$ cat src/rtl/pwm_duty_ramp_if.sv
// Target-duty request handshake between a controller and pwm_duty_ramp.
interface pwm_duty_ramp_if #(
    parameter int unsigned DUTY_W = 3
);
    logic [DUTY_W-1:0] tgt_duty_i;
    logic              tgt_valid_i;
    logic              tgt_ready_o;

    modport master (
        output tgt_duty_i,
        output tgt_valid_i,
        input  tgt_ready_o
    );

    modport slave (
        input  tgt_duty_i,
        input  tgt_valid_i,
        output tgt_ready_o
    );
endinterface

$ cat src/rtl/pwm_duty_ramp.sv
// Soft-start/stop duty controller: walks duty_o one LSB per STEP_PERIODS PWM
// periods toward an accepted target, changing only on period boundaries.
module pwm_duty_ramp #(
    parameter int unsigned DUTY_W       = 3,
    parameter int unsigned PERIOD       = 8,
    parameter int unsigned STEP_PERIODS = 4
) (
    input  logic              clk_i,
    input  logic              rst_n_i,
    pwm_duty_ramp_if.slave    tgt,
    output logic [DUTY_W-1:0] duty_o,
    output logic              busy_o,
    output logic              period_end_o
);
    localparam int unsigned CNT_W  = $clog2(PERIOD);
    localparam int unsigned STEP_W = (STEP_PERIODS > 1) ? $clog2(STEP_PERIODS) : 1;
    localparam logic [CNT_W-1:0]  CNT_LAST  = CNT_W'(PERIOD - 1);
    localparam logic [STEP_W-1:0] STEP_LAST = STEP_W'(STEP_PERIODS - 1);

    typedef enum logic {
        IDLE,
        RAMP
    } state_t;

    state_t             state_q, state_d;
    logic [CNT_W-1:0]   cnt_q, cnt_d;
    logic [STEP_W-1:0]  step_q, step_d;
    logic [DUTY_W-1:0]  duty_q, duty_d;
    logic [DUTY_W-1:0]  tgt_q, tgt_d;

    assign period_end_o    = (cnt_q == CNT_LAST);
    assign duty_o          = duty_q;
    assign busy_o          = (state_q == RAMP);
    assign tgt.tgt_ready_o = (state_q == IDLE);

    always_ff @(posedge clk_i or negedge rst_n_i) begin
        if (!rst_n_i) begin
            state_q <= IDLE;
            cnt_q   <= '0;
            step_q  <= '0;
            duty_q  <= '0;
            tgt_q   <= '0;
        end else begin
            state_q <= state_d;
            cnt_q   <= cnt_d;
            step_q  <= step_d;
            duty_q  <= duty_d;
            tgt_q   <= tgt_d;
        end
    end

    always_comb begin
        state_d = state_q;
        step_d  = step_q;
        duty_d  = duty_q;
        tgt_d   = tgt_q;
        cnt_d   = period_end_o ? '0 : cnt_q + CNT_W'(1);

        unique case (state_q)
            IDLE: begin
                // Step counting starts only in RAMP, so a period end in the
                // acceptance cycle itself is never counted.
                step_d = '0;
                if (tgt.tgt_valid_i) begin
                    tgt_d = tgt.tgt_duty_i;
                    if (tgt.tgt_duty_i != duty_q) begin
                        state_d = RAMP;
                    end
                end
            end
            RAMP: begin
                if (period_end_o) begin
                    if (step_q == STEP_LAST) begin
                        step_d = '0;
                        duty_d = (tgt_q > duty_q) ? duty_q + DUTY_W'(1)
                                                  : duty_q - DUTY_W'(1);
                        if (duty_d == tgt_q) begin
                            state_d = IDLE;
                        end
                    end else begin
                        step_d = step_q + STEP_W'(1);
                    end
                end
            end
            default: state_d = IDLE;
        endcase
    end
endmodule

$ cat src/flat_wrapper.sv
// flat-port wrapper written by rule: the top's interface ports become plain ports
module pwm_duty_ramp_flat 
#(
    parameter int unsigned DUTY_W       = 3,
    parameter int unsigned PERIOD       = 8,
    parameter int unsigned STEP_PERIODS = 4
)
  (clk_i, rst_n_i, duty_o, busy_o, period_end_o, tgt_tgt_duty_i, tgt_tgt_valid_i, tgt_tgt_ready_o);
  pwm_duty_ramp_if #(.DUTY_W(DUTY_W)) tgt_i ();
  input  logic clk_i;
  input  logic rst_n_i;
  output logic [DUTY_W-1:0] duty_o;
  output logic busy_o;
  output logic period_end_o;
  input wire logic [$bits(tgt_i.tgt_duty_i)-1:0] tgt_tgt_duty_i;
  input wire logic [$bits(tgt_i.tgt_valid_i)-1:0] tgt_tgt_valid_i;
  output wire logic [$bits(tgt_i.tgt_ready_o)-1:0] tgt_tgt_ready_o;
  assign tgt_i.tgt_duty_i = tgt_tgt_duty_i;
  assign tgt_i.tgt_valid_i = tgt_tgt_valid_i;
  assign tgt_tgt_ready_o = tgt_i.tgt_ready_o;
  pwm_duty_ramp #(.DUTY_W(DUTY_W), .PERIOD(PERIOD), .STEP_PERIODS(STEP_PERIODS)) u_core (.clk_i(clk_i), .rst_n_i(rst_n_i), .tgt(tgt_i), .duty_o(duty_o), .busy_o(busy_o), .period_end_o(period_end_o));
endmodule
$ cat config.mk
export PLATFORM = sky130hd
export DESIGN_NAME = pwm_duty_ramp_flat
export DESIGN_NICKNAME = d
export VERILOG_FILES = /design/src/rtl/pwm_duty_ramp_if.sv /design/src/rtl/pwm_duty_ramp.sv /design/src/flat_wrapper.sv
export SDC_FILE = /design/constraint.sdc
export NUM_CORES = 1
export LEC_CHECK = 0
export CORE_MARGIN = 5
export CORE_UTILIZATION = 50
export CTS_CLUSTER_SIZE = 12
export DETAILED_ROUTE_END_ITERATION = 7
export PLACE_DENSITY = 0.76
export SETUP_SLACK_MARGIN = 0.02
export SYNTH_ARGS = -nofsm -noshare
export SYNTH_HDL_FRONTEND = slang
export SYNTH_SLANG_ARGS = --single-unit
$ cat constraint.sdc
create_clock -name clk_i -period 2.9 [get_ports clk_i]
set_input_delay 0.29 -clock clk_i [delete_from_list [all_inputs] [get_ports clk_i]]
set_output_delay 0.29 -clock clk_i [all_outputs]
set_load 0.03 [all_outputs]
Yosys cells after proc, flatten, opt, wreduce, memory -nomap -nowiden
Cells that the tools add are included. W data, S select, Z words.

Output and inout port bits: 6. Flip-flop bits (word level): 12. Input port bits: 6.

Add/sub/neg operators: 4. Bitwise gates (word level): 1. Multiplexer cells: 11. Reduce and logical (&&, ||, !) cells: 2. Order comparisons: 1. Eq/ne operators: 5.

Operator list (count): $add A3 B1 Y3 const B (2); $mux W3 (2); $mux W1 (5); $mux W2 (2); $pmux W2 S2 (1); $eq A3 B3 Y1 (1); $eq A3 B3 Y1 const B (1); $gt A3 B3 Y1 (1); $ne A3 B3 Y1 (1); $reduce_and A3 Y1 (1); $sub A3 B1 Y3 const B (1); $add A2 B1 Y2 const B (1); $eq A2 B2 Y1 const B (1); $ne A2 B1 Y1 const B (1); $pmux W1 S2 (1); $reduce_and A2 Y1 (1); $not A1 Y1 (1).

Logic depth before layout (Yosys ltp)
Gate-level depths: netlist of run 1.

Depth after elaboration: 7. Gate-level depth with buffers: 9. Depth with buffers taken out: 9.

Worst setup path before layout of run 1
Ideal clock, no wire load.

Path type: register to register. Start: register u_core.duty_q[1] (netlist: u_core.duty_o[1]). End: register u_core.duty_q[2] (netlist: u_core.duty_o[2]). Clock period less this slack: 2875 ps. Arrival: 2795 ps. Path slack: 25 ps. Buffers on the path: 0. Stages on the path, launching flop included: 10. Library setup time: 80 ps. Required time: 2820 ps. Cells stage by stage: dfrtp_1 inv_1 ha_1 nor2b_1 o311a_1 fa_1 or3b_2 o311a_1 a31oi_1 xnor2_1.

Word-level cells in the longest chain between the ends: 2. Elaborated cells between the ends (all ways): 4. Those cells by class: add/sub (2); order compare (1); mux (1).

Ends and longest elaborated chain: start: declaration (line pwm_duty_ramp.sv:28) `logic [DUTY_W-1:0] duty_q, duty_d;`; start signal: assignment (line pwm_duty_ramp.sv:47) `duty_q <= duty_d;`; $sub A3 B1 Y3, or another cell as far along (line pwm_duty_ramp.sv:76) `: duty_q - DUTY_W'(1);`; $mux W3 (*) (line pwm_duty_ramp.sv:75) `duty_d = (tgt_q > duty_q) ? duty_q + DUTY_W'(1)`.

Every way passes the cells marked *; elsewhere a longest branch is shown, timed or not. A chain may end at the register's enable or synchronous reset.

Final worst setup path of run 1
Start: register u_core.duty_q[2] (netlist: u_core.duty_o[2]). End: register u_core.duty_q[2] (netlist: u_core.duty_o[2]).

Same word-level chain as after synthesis.

==> summary.md, run 1 <==
Setup repair after global routing left no endpoint under its margin. Of the total synthesized cell area, the portion taken by AND, OR, NAND and NOR gates is 13.9%. The analysis attributes to cell leakage a power of 0.396 nW. The tools report the number of cell rows as 13. The repair_antennas step left the layout with diodes totalling 0. The path class of the tightest hold or removal check is in -> async. In the finished design, the share of the clock period the worst path needs comes to 94.8%.

Data arrives at the worst endpoint at 2.95 ns. The run gives 0.00226 mm² as the full die area. The tools report the via count of the first global-routing pass as 521.

The post-route netlist has 17.3% of its cells at a drive strength greater than 1. Detailed placement ended at an HPWL of 1040 µm. The power density over cell area is 920 mW/mm². The run gives 55.7% as the part of the total power dissipated in combinational logic. For this design the top-level I/O count stands at 12.

The tools report the reg-to-reg startpoint as u_core.duty_o[2]$_DFFE_PN0P_. The wire length per cell was 14.5 µm; the upper clock frequency limit was 364 MHz. Subtracting the final worst setup slack from the clock period gives 2.75 ns. The critical path starts at u_core.duty_o[2]$_DFFE_PN0P_. On the critical path, the stage with the largest delay is an instance of sky130_fd_sc_hd__or3b_2. The library cells used most frequently in the layout, excluding fill and tap cells, are 12 x sky130_fd_sc_hd__dfrtp_1, 11 x sky130_fd_sc_hd__clkdlybuf4s50_1, 8 x sky130_fd_sc_hd__xnor2_1.

The destination of the critical timing path is u_core.duty_o[2]$_DFFE_PN0P_. Global routing used 14.7% of the available tracks across all layers. Worst max-slew margin expressed relative to the limit: 63.7%.

After Yosys synthesis, full adders, half adders and majority gates account for 13.5% of the synthesized area. The final setup skew is 0.00110 ns. The number of standard cells in the final layout excluding fillers was 96; the number of antenna violations at the first check in global routing was 0. The slew of the pin with the lowest slew margin came out at 0.543 ns. The filler cells instantiated in the layout total 111. The portion of synthesized area spent on multiplexers is 7.64%. STA classifies the critical path startpoint as a register. Entering global routing, the biggest net connects 13 pins. The width of the die was 47.5 µm. From bottom edge to top edge, the die measures 47.5 µm.

The synthesized flop and latch total was 12; the number of H-tree levels was 1. The first TritonRoute pass finished after 4 iterations. Synthesis produced a netlist with a net count of 77. The final routed DRC violation total was 0; the final net count was 95. The total detailed-routing wirelength was 1390 µm; the fraction of power spent switching nets was 39.2%. The tools report the share of the yosys chip area belonging to registers as 42.6%. The library cell used most frequently in the layout, excluding fill and tap cells, is sky130_fd_sc_hd__dfrtp_1. Global routing finished with a remaining overflow of 0. For the post-layout utilization of the core, the log shows 67.6%. STA classifies the critical path endpoint as a register. TritonCTS built the clock tree. Summing all multi-input logic gate instances after layout gives 388 µm².

Per report_power, the clock group accounts for 16.5% of the total. After routing the design area is 891 µm². Summed over all failing endpoints, the final setup total negative slack is 0 ns.

Of the total synthesized cell area, the portion taken by XOR and XNOR cells is 11.2%. Synthesis produced 64 cells. Netlist area before placement: 704 µm². The run finished with clean final reports.

Along the worst path, the maximum fanout reaches 6. The clock sink count is 12. The synthesized netlist contains 25 unique library cells. The run gives 2 as the deepest clock path buffer count.

The count of buffer and inverter cells on the critical path was 1. The share of total power dissipated in sequential elements is 27.8%. The count of nets left with antenna violations once routing finished came out at 0.

The initial core utilization is 53.5%. The delay of the slowest critical-path stage came out at 0.44 ns. The final RePlAce weighted congestion was 0.717; the clock transition at the registers of the reported paths was 0.08 ns. The run gives 841 µm² as the post-place instance area.

The critical path goes through inv_1 > ha_1 > or2_2 > o311a_1 > fa_1 > or3b_2 > o311a_1 > a31oi_2 > xnor2_1. The area fraction in compound gates after synthesis works out to 7.99%. The worst register-to-register path ends at u_core.duty_o[2]$_DFFE_PN0P_. The cell count along the critical path is 9, and the cell count after placement is 91.

The critical path required time is 3.10 ns, and the cell count of the worst reg-to-reg path is 9. Root buffer selected by CTS: sky130_fd_sc_hd__clkbuf_4. In this run the tool buffered the top-level ports with 11 buffer cells. The combinational family with the most area after synthesis is simple AND/OR/NAND/NOR gates. Yosys printed 0 warnings. In this run, CTS created clock tree buffers numbering 3. The path type of the worst setup path is reg -> reg. The clock insertion delay at the later pin of the skew report is 0.28 ns, and the core box area is 0.00132 mm². A synthesized cell averages 11.0 µm². By instance count, the cell type seen most on the critical path is sky130_fd_sc_hd__o311a_1.

From synthesis to final layout, the design area changed by 26.5%. The worst register-to-register path has a setup slack of 0.15 ns. The final max-slew violation count came out at 0. The internal power of the cells totals 498 µW.

The first global-routing pass estimated 2250 µm of wire. VDD sags by at most 0.709 mV. Using the TritonRoute via totals, the vias-per-cell ratio works out to 5.53. The kind of cell with the highest combined delay along the critical path is adder cells. The via count came out at 531. Summed over all nets, the switching power comes to 321 µW. The number of DRC violations after detailed-routing iteration 0 was 4; the area occupied by registers was 300 µm². For the final hold violation count, the log shows 0. Max-cap violations in this run came to 0. The final setup violation count came out at 0.
## power by group through the flow
| stage | Clock [mW] | Combinational (mW) | Sequential, mW |
|---|---|---|---|
| 2_1_floorplan | 0 | 0.285 | 0.264 |
| 3_3_place_gp | 0 | 0.424 | 0.231 |
| 3_5_place_dp | 0 | 0.434 | 0.233 |
| 4_1_cts | 0.142 | 0.438 | 0.230 |
| 5_1_grt | 0.150 | 0.504 | 0.232 |
| 6_report | 0.135 | 0.457 | 0.228 |
## cell usage after synthesis, drive strengths merged
master / count / area (µm²)
fa: 1 / 20.0
mux2: 3 / 33.8
inv: 6 / 22.5
ha: 6 / 75.1
nand2: 3 / 11.3
xnor2: 8 / 70.1
and4: 1 / 8.76
or2b: 1 / 7.51
o2111ai: 1 / 8.76
or2: 1 / 6.26
or3b: 2 / 17.5
a21oi: 2 / 10.0
o21ai: 1 / 5.00
dfrtp: 12 / 300
nand3: 3 / 20.0
xor2: 1 / 8.76
o311a: 2 / 20.0
a31oi: 2 / 12.5
nor2b: 1 / 6.26
nor2: 4 / 15.0
nor3: 1 / 5.00
mux2i: 2 / 20.0
## worst register-to-register path: stages (launching register included)
cell and delay [ns]:
sky130_fd_sc_hd__dfrtp_1 0.39, sky130_fd_sc_hd__inv_1 0.11, sky130_fd_sc_hd__ha_1 0.38, sky130_fd_sc_hd__or2_2 0.32, sky130_fd_sc_hd__o311a_1 0.14, sky130_fd_sc_hd__fa_1 0.39
sky130_fd_sc_hd__or3b_2 0.44, sky130_fd_sc_hd__o311a_1 0.14, sky130_fd_sc_hd__a31oi_2 0.21, sky130_fd_sc_hd__xnor2_1 0.15
## how the worst min path moves through the flow
stage	startpoint	to	slack (ns)
after global routing	rst_n_i	u_core.duty_o[1]$_DFFE_PN0P_	0.39
after CTS	rst_n_i	u_core.tgt_q[1]$_DFFE_PN0P_	0.37
after global placement	u_core.cnt_q[0]$_DFF_PN0_	u_core.cnt_q[0]$_DFF_PN0_	0.41
final	rst_n_i	u_core.duty_o[1]$_DFFE_PN0P_	0.36
after detailed placement	u_core.cnt_q[0]$_DFF_PN0_	u_core.cnt_q[0]$_DFF_PN0_	0.42
after floorplan	rst_n_i	u_core.busy_o$_DFF_PN0_	-0.006
## flip-flops by register name, summed over array words and instances, names as in the netlist
name           flops
u_core.cnt_q       3
u_core.duty_o      3
u_core.tgt_q       3
u_core.step_q      2
u_core.busy_o      1
## layout make-up
cell class / count / share of cell area, %
multi-input combinational: 46 / 43.5
sequential: 12 / 33.7
timing repair buffer: 13 / 14.0
clock buffer: 4 / 4.07
inverter: 6 / 2.53
tap: 15 / 2.11
## logic make-up (layout without fill, tap and decap cells)
family | Yosys count | count (layout)
and+or+nand+nor | 17 | 17
DFF | 12 | 12
xor gates and xnor gates | 9 | 9
AOI/OAI and AO/OA | 8 | 8
adders and majority gates | 7 | 7
buffers and inverters | 6 | 23
muxes | 5 | 5
## through the flow
stage          hold WS (ns)  power (mW)  setup WS (ns)
6_report              0.362       0.820          0.150
5_1_grt               0.392       0.887         0.0107
3_3_place_gp          0.414       0.655          0.184
3_5_place_dp          0.422       0.667          0.178
4_1_cts               0.373       0.810          0.143
2_1_floorplan      -0.00559       0.549         0.0255
## per-layer routing
metal	track usage (%)	wire length (µm)
met2	23.5	655
met1	17.9	640
met4	8.06	26
met5	0	0
met3	3.76	69
## what timing repair did
action	CTS	global route
setup buffers	0	1
hold buffers	0	0
setup endpoints to repair	0	1
resized for setup	0	1
No activity file was read; power rests on OpenSTA's default activity.
==> inputs of run 2 (changes only) <==
- HOLD_SLACK_MARGIN: unset -> 0.05
==> results of run 2 <==
Final layout, timing and power as in run 1 (identical DEF).
==> inputs of run 3 (changes only) <==
- HOLD_SLACK_MARGIN: 0.05 -> unset
- SETUP_SLACK_MARGIN: 0.02 -> 0.05
==> run 3 against run 2 <==
Via count rose by 1.5%. Critical path depth did not move. Worst setup slack improved by 0.0077 ns. Count of clock-buffer cells in the layout did not move. Sequential share of layout area fell by 0.56 points. Clock skew barely moved. Utilization rose by 1.4 points. Global-route usage rose by 0.87 points. Non-clock buffer count fell by 1. First-iteration DRC count rose to 3.5 times the previous value. Cell count fell by 1.0%.
==> summary.md, run 3 (synthesis results as in run 1) <==
The run gives 0.743 mV as the maximum VDD drop. The final critical path takes up 94.6% of the cycle. The flow ran to the end, and the final reports show no timing, DRC or antenna violations.

The full die area was 0.00226 mm²; the cell area after layout was 910 µm². The via count of the first global-routing pass was 556. Once the floorplan was initialized, standard cells occupied 53.5% of the core.

For this block, the routed nets add up to 1500 µm of wire. Worst reg-to-reg setup slack: 0.16 ns. Setup slack on the critical path of the routed design comes to 0.158 ns.

The total power was 864 µW; the global-route usage over all layers was 15.5%. After legalization and detailed placement, the total HPWL measured 1020 µm. The synthesis-to-layout area growth is 29.1%, and the number of port buffers is 11. Number of setup buffers added after CTS: 0. The placed instances occupy a cell area of 842 µm². The first-pass detailed-route iteration total came out at 4. The first global-routing pass estimated 2360 µm of wire. Sequential cells burn 27.6% of the power. For the final hold violation count, the log shows 0.

The slew of the pin with the lowest slew margin is 0.556 ns. For the core box area, the log shows 0.00132 mm². At the placement stage, the worst setup path has a slack of 0.202 ns.

After routing, the total negative slack on setup checks comes to 0 ns. Setup violations remaining at the end of the flow were counted as 0. Counting the fill cells in the layout gives 95. In the layout the commonest cells are 11 x sky130_fd_sc_hd__clkdlybuf4s50_1, 11 x sky130_fd_sc_hd__dfrtp_1, 8 x sky130_fd_sc_hd__xnor2_1.

0 antenna diodes ended up in the layout. The count of nets left with antenna violations once routing finished came out at 0. After clock tree synthesis, the clock-pin slew on the worst setup and hold paths is 0.08 ns. The deepest clock path buffer count was 2. The number of H-tree levels is 1. The critical path launch point type was a register. The final net count was 94; the TritonCTS buffer count was 3. Per report_power, the clock group accounts for 15.6% of the total. The power density over cell area is 949 mW/mm². The final setup skew came out at 0.00133 ns.

Setup repair after global routing left no endpoint under its margin. After detailed routing, the number of remaining DRC violations is 0. The upper clock frequency limit is 365 MHz, and the number of top-level pins is 12. Combinational logic is responsible for 56.8% of the overall power.

The number of cell rows is 13. Path type of the worst setup path: reg -> reg. Gates resized during post-CTS repair numbered 0. CTS placed an instance of sky130_fd_sc_hd__clkbuf_4 at the clock tree root. The clock period could shrink to 2.74 ns. Hold timing on the final database bottoms out at a slack of 0.369 ns. Clock sink count: 12. Type of element capturing the critical path: a register.

TritonCTS built the clock tree. The logs give 13 for the maximum number of pins on one net before global-route repair and 62.8% for the worst max-slew margin expressed relative to the limit. For this block, the via count after detailed routing is 539. Clock insertion delay at the later pin of the skew report: 0.27 ns. The run gives 0 as the final max-slew violation count. Along the worst path, the maximum fanout reaches 4. In this run the power spent charging and discharging nets is 346 µW. The leftover overflow at the end of global routing was 0; the final RePlAce weighted congestion was 0.684. In this run the static leakage power is 0.389 nW.

The number of antenna violations at the first check in global routing is 0, and the fraction of final layout cells sized beyond drive strength 1 is 20.0%. The overall die height is 47.5 µm, and the width of the die is 47.5 µm. The logs give 3.09 ns for the critical path required time and 0 for the max-cap check violation count. At the worst endpoint, the arrival time is 2.93 ns. For this block, the initial DRC count from the detailed router was 14. For the internal power consumption, the log shows 517 µW. The wire length per cell works out to 15.8 µm.

In this run, post-CTS hold repair placed 0 buffers. Fraction of power spent switching nets: 40.1%. In the routed layout, each cell is associated on average with a via count of 5.67.

The path class of the lowest-slack min-delay path is in -> async.
[run 3: changes by cell type in the layout (fill, tap and decap cells not counted), sizes merged]
| cell | change |
|---|---|
| buf | -1 |
[run 3: critical path: stages (launching register included)]
cell and delay [ns]:
sky130_fd_sc_hd__dfrtp_2 0.44, sky130_fd_sc_hd__inv_1 0.15, sky130_fd_sc_hd__ha_4 0.23, sky130_fd_sc_hd__nor2b_1 0.16
sky130_fd_sc_hd__o311a_1 0.34, sky130_fd_sc_hd__fa_1 0.38, sky130_fd_sc_hd__or3b_2 0.44, sky130_fd_sc_hd__o311a_1 0.15
sky130_fd_sc_hd__a31oi_2 0.21, sky130_fd_sc_hd__xnor2_1 0.15
[run 3: final cells by class]
class | count | area [µm²] | share of cell area, %
clock buffers | 4 | 36.3 | 3.99
inverters | 6 | 22.5 | 2.48
multi-input cells | 46 | 413 | 45.4
flip-flops and latches | 12 | 302 | 33.1
well taps | 15 | 18.8 | 2.06
repair buffers | 12 | 118 | 12.9
[run 3: metrics by stage]
stage / std cells / utilization, %
6_report: 95 / 69.0
5_1_grt: 95 / 69.0
4_1_cts: 95 / 66.7
3_5_place_dp: 91 / 63.9
3_3_place_gp: 91 / 63.9
2_1_floorplan: 64 / -
[run 3: path summary, 6_finish.rpt]
kind / end / start / cells past startpoint
worst max register to register: u_core.duty_o[2]$_DFFE_PN0P_ / u_core.duty_o[1]$_DFFE_PN0P_ / 9
worst min register to register: u_core.cnt_q[0]$_DFF_PN0_ / u_core.cnt_q[0]$_DFF_PN0_ / 1
worst min-delay path: u_core.duty_o[0]$_DFFE_PN0P_ / rst_n_i / 1
worst max-delay path: u_core.duty_o[2]$_DFFE_PN0P_ / u_core.duty_o[1]$_DFFE_PN0P_ / 9
min in group clk_i: u_core.cnt_q[0]$_DFF_PN0_ / u_core.cnt_q[0]$_DFF_PN0_ / 1
max in group asynchronous: u_core.duty_o[1]$_DFFE_PN0P_ / rst_n_i / 1
[run 3: metal layers]
| metal | part of all wire [%] | global-route usage, % | vias up |
|---|---|---|---|
| li1 | - | - | 255 |
| met5 | 0 | 0 | - |
| met1 | 39 | 16.1 | 256 |
| met4 | 3.3 | 9.14 | 0 |
| met3 | 7.2 | 6.39 | 6 |
| met2 | 51 | 26.2 | 22 |
[run 3: power by group through the flow]
| stage | clock network, mW | registers, mW | logic (mW) |
|---|---|---|---|
| finish | 0.135 | 0.238 | 0.490 |
| global route | 0.148 | 0.244 | 0.531 |
| CTS | 0.141 | 0.235 | 0.442 |
| detailed placement | 0 | 0.237 | 0.437 |
| global placement | 0 | 0.234 | 0.427 |
| floorplan | 0 | 0.266 | 0.285 |
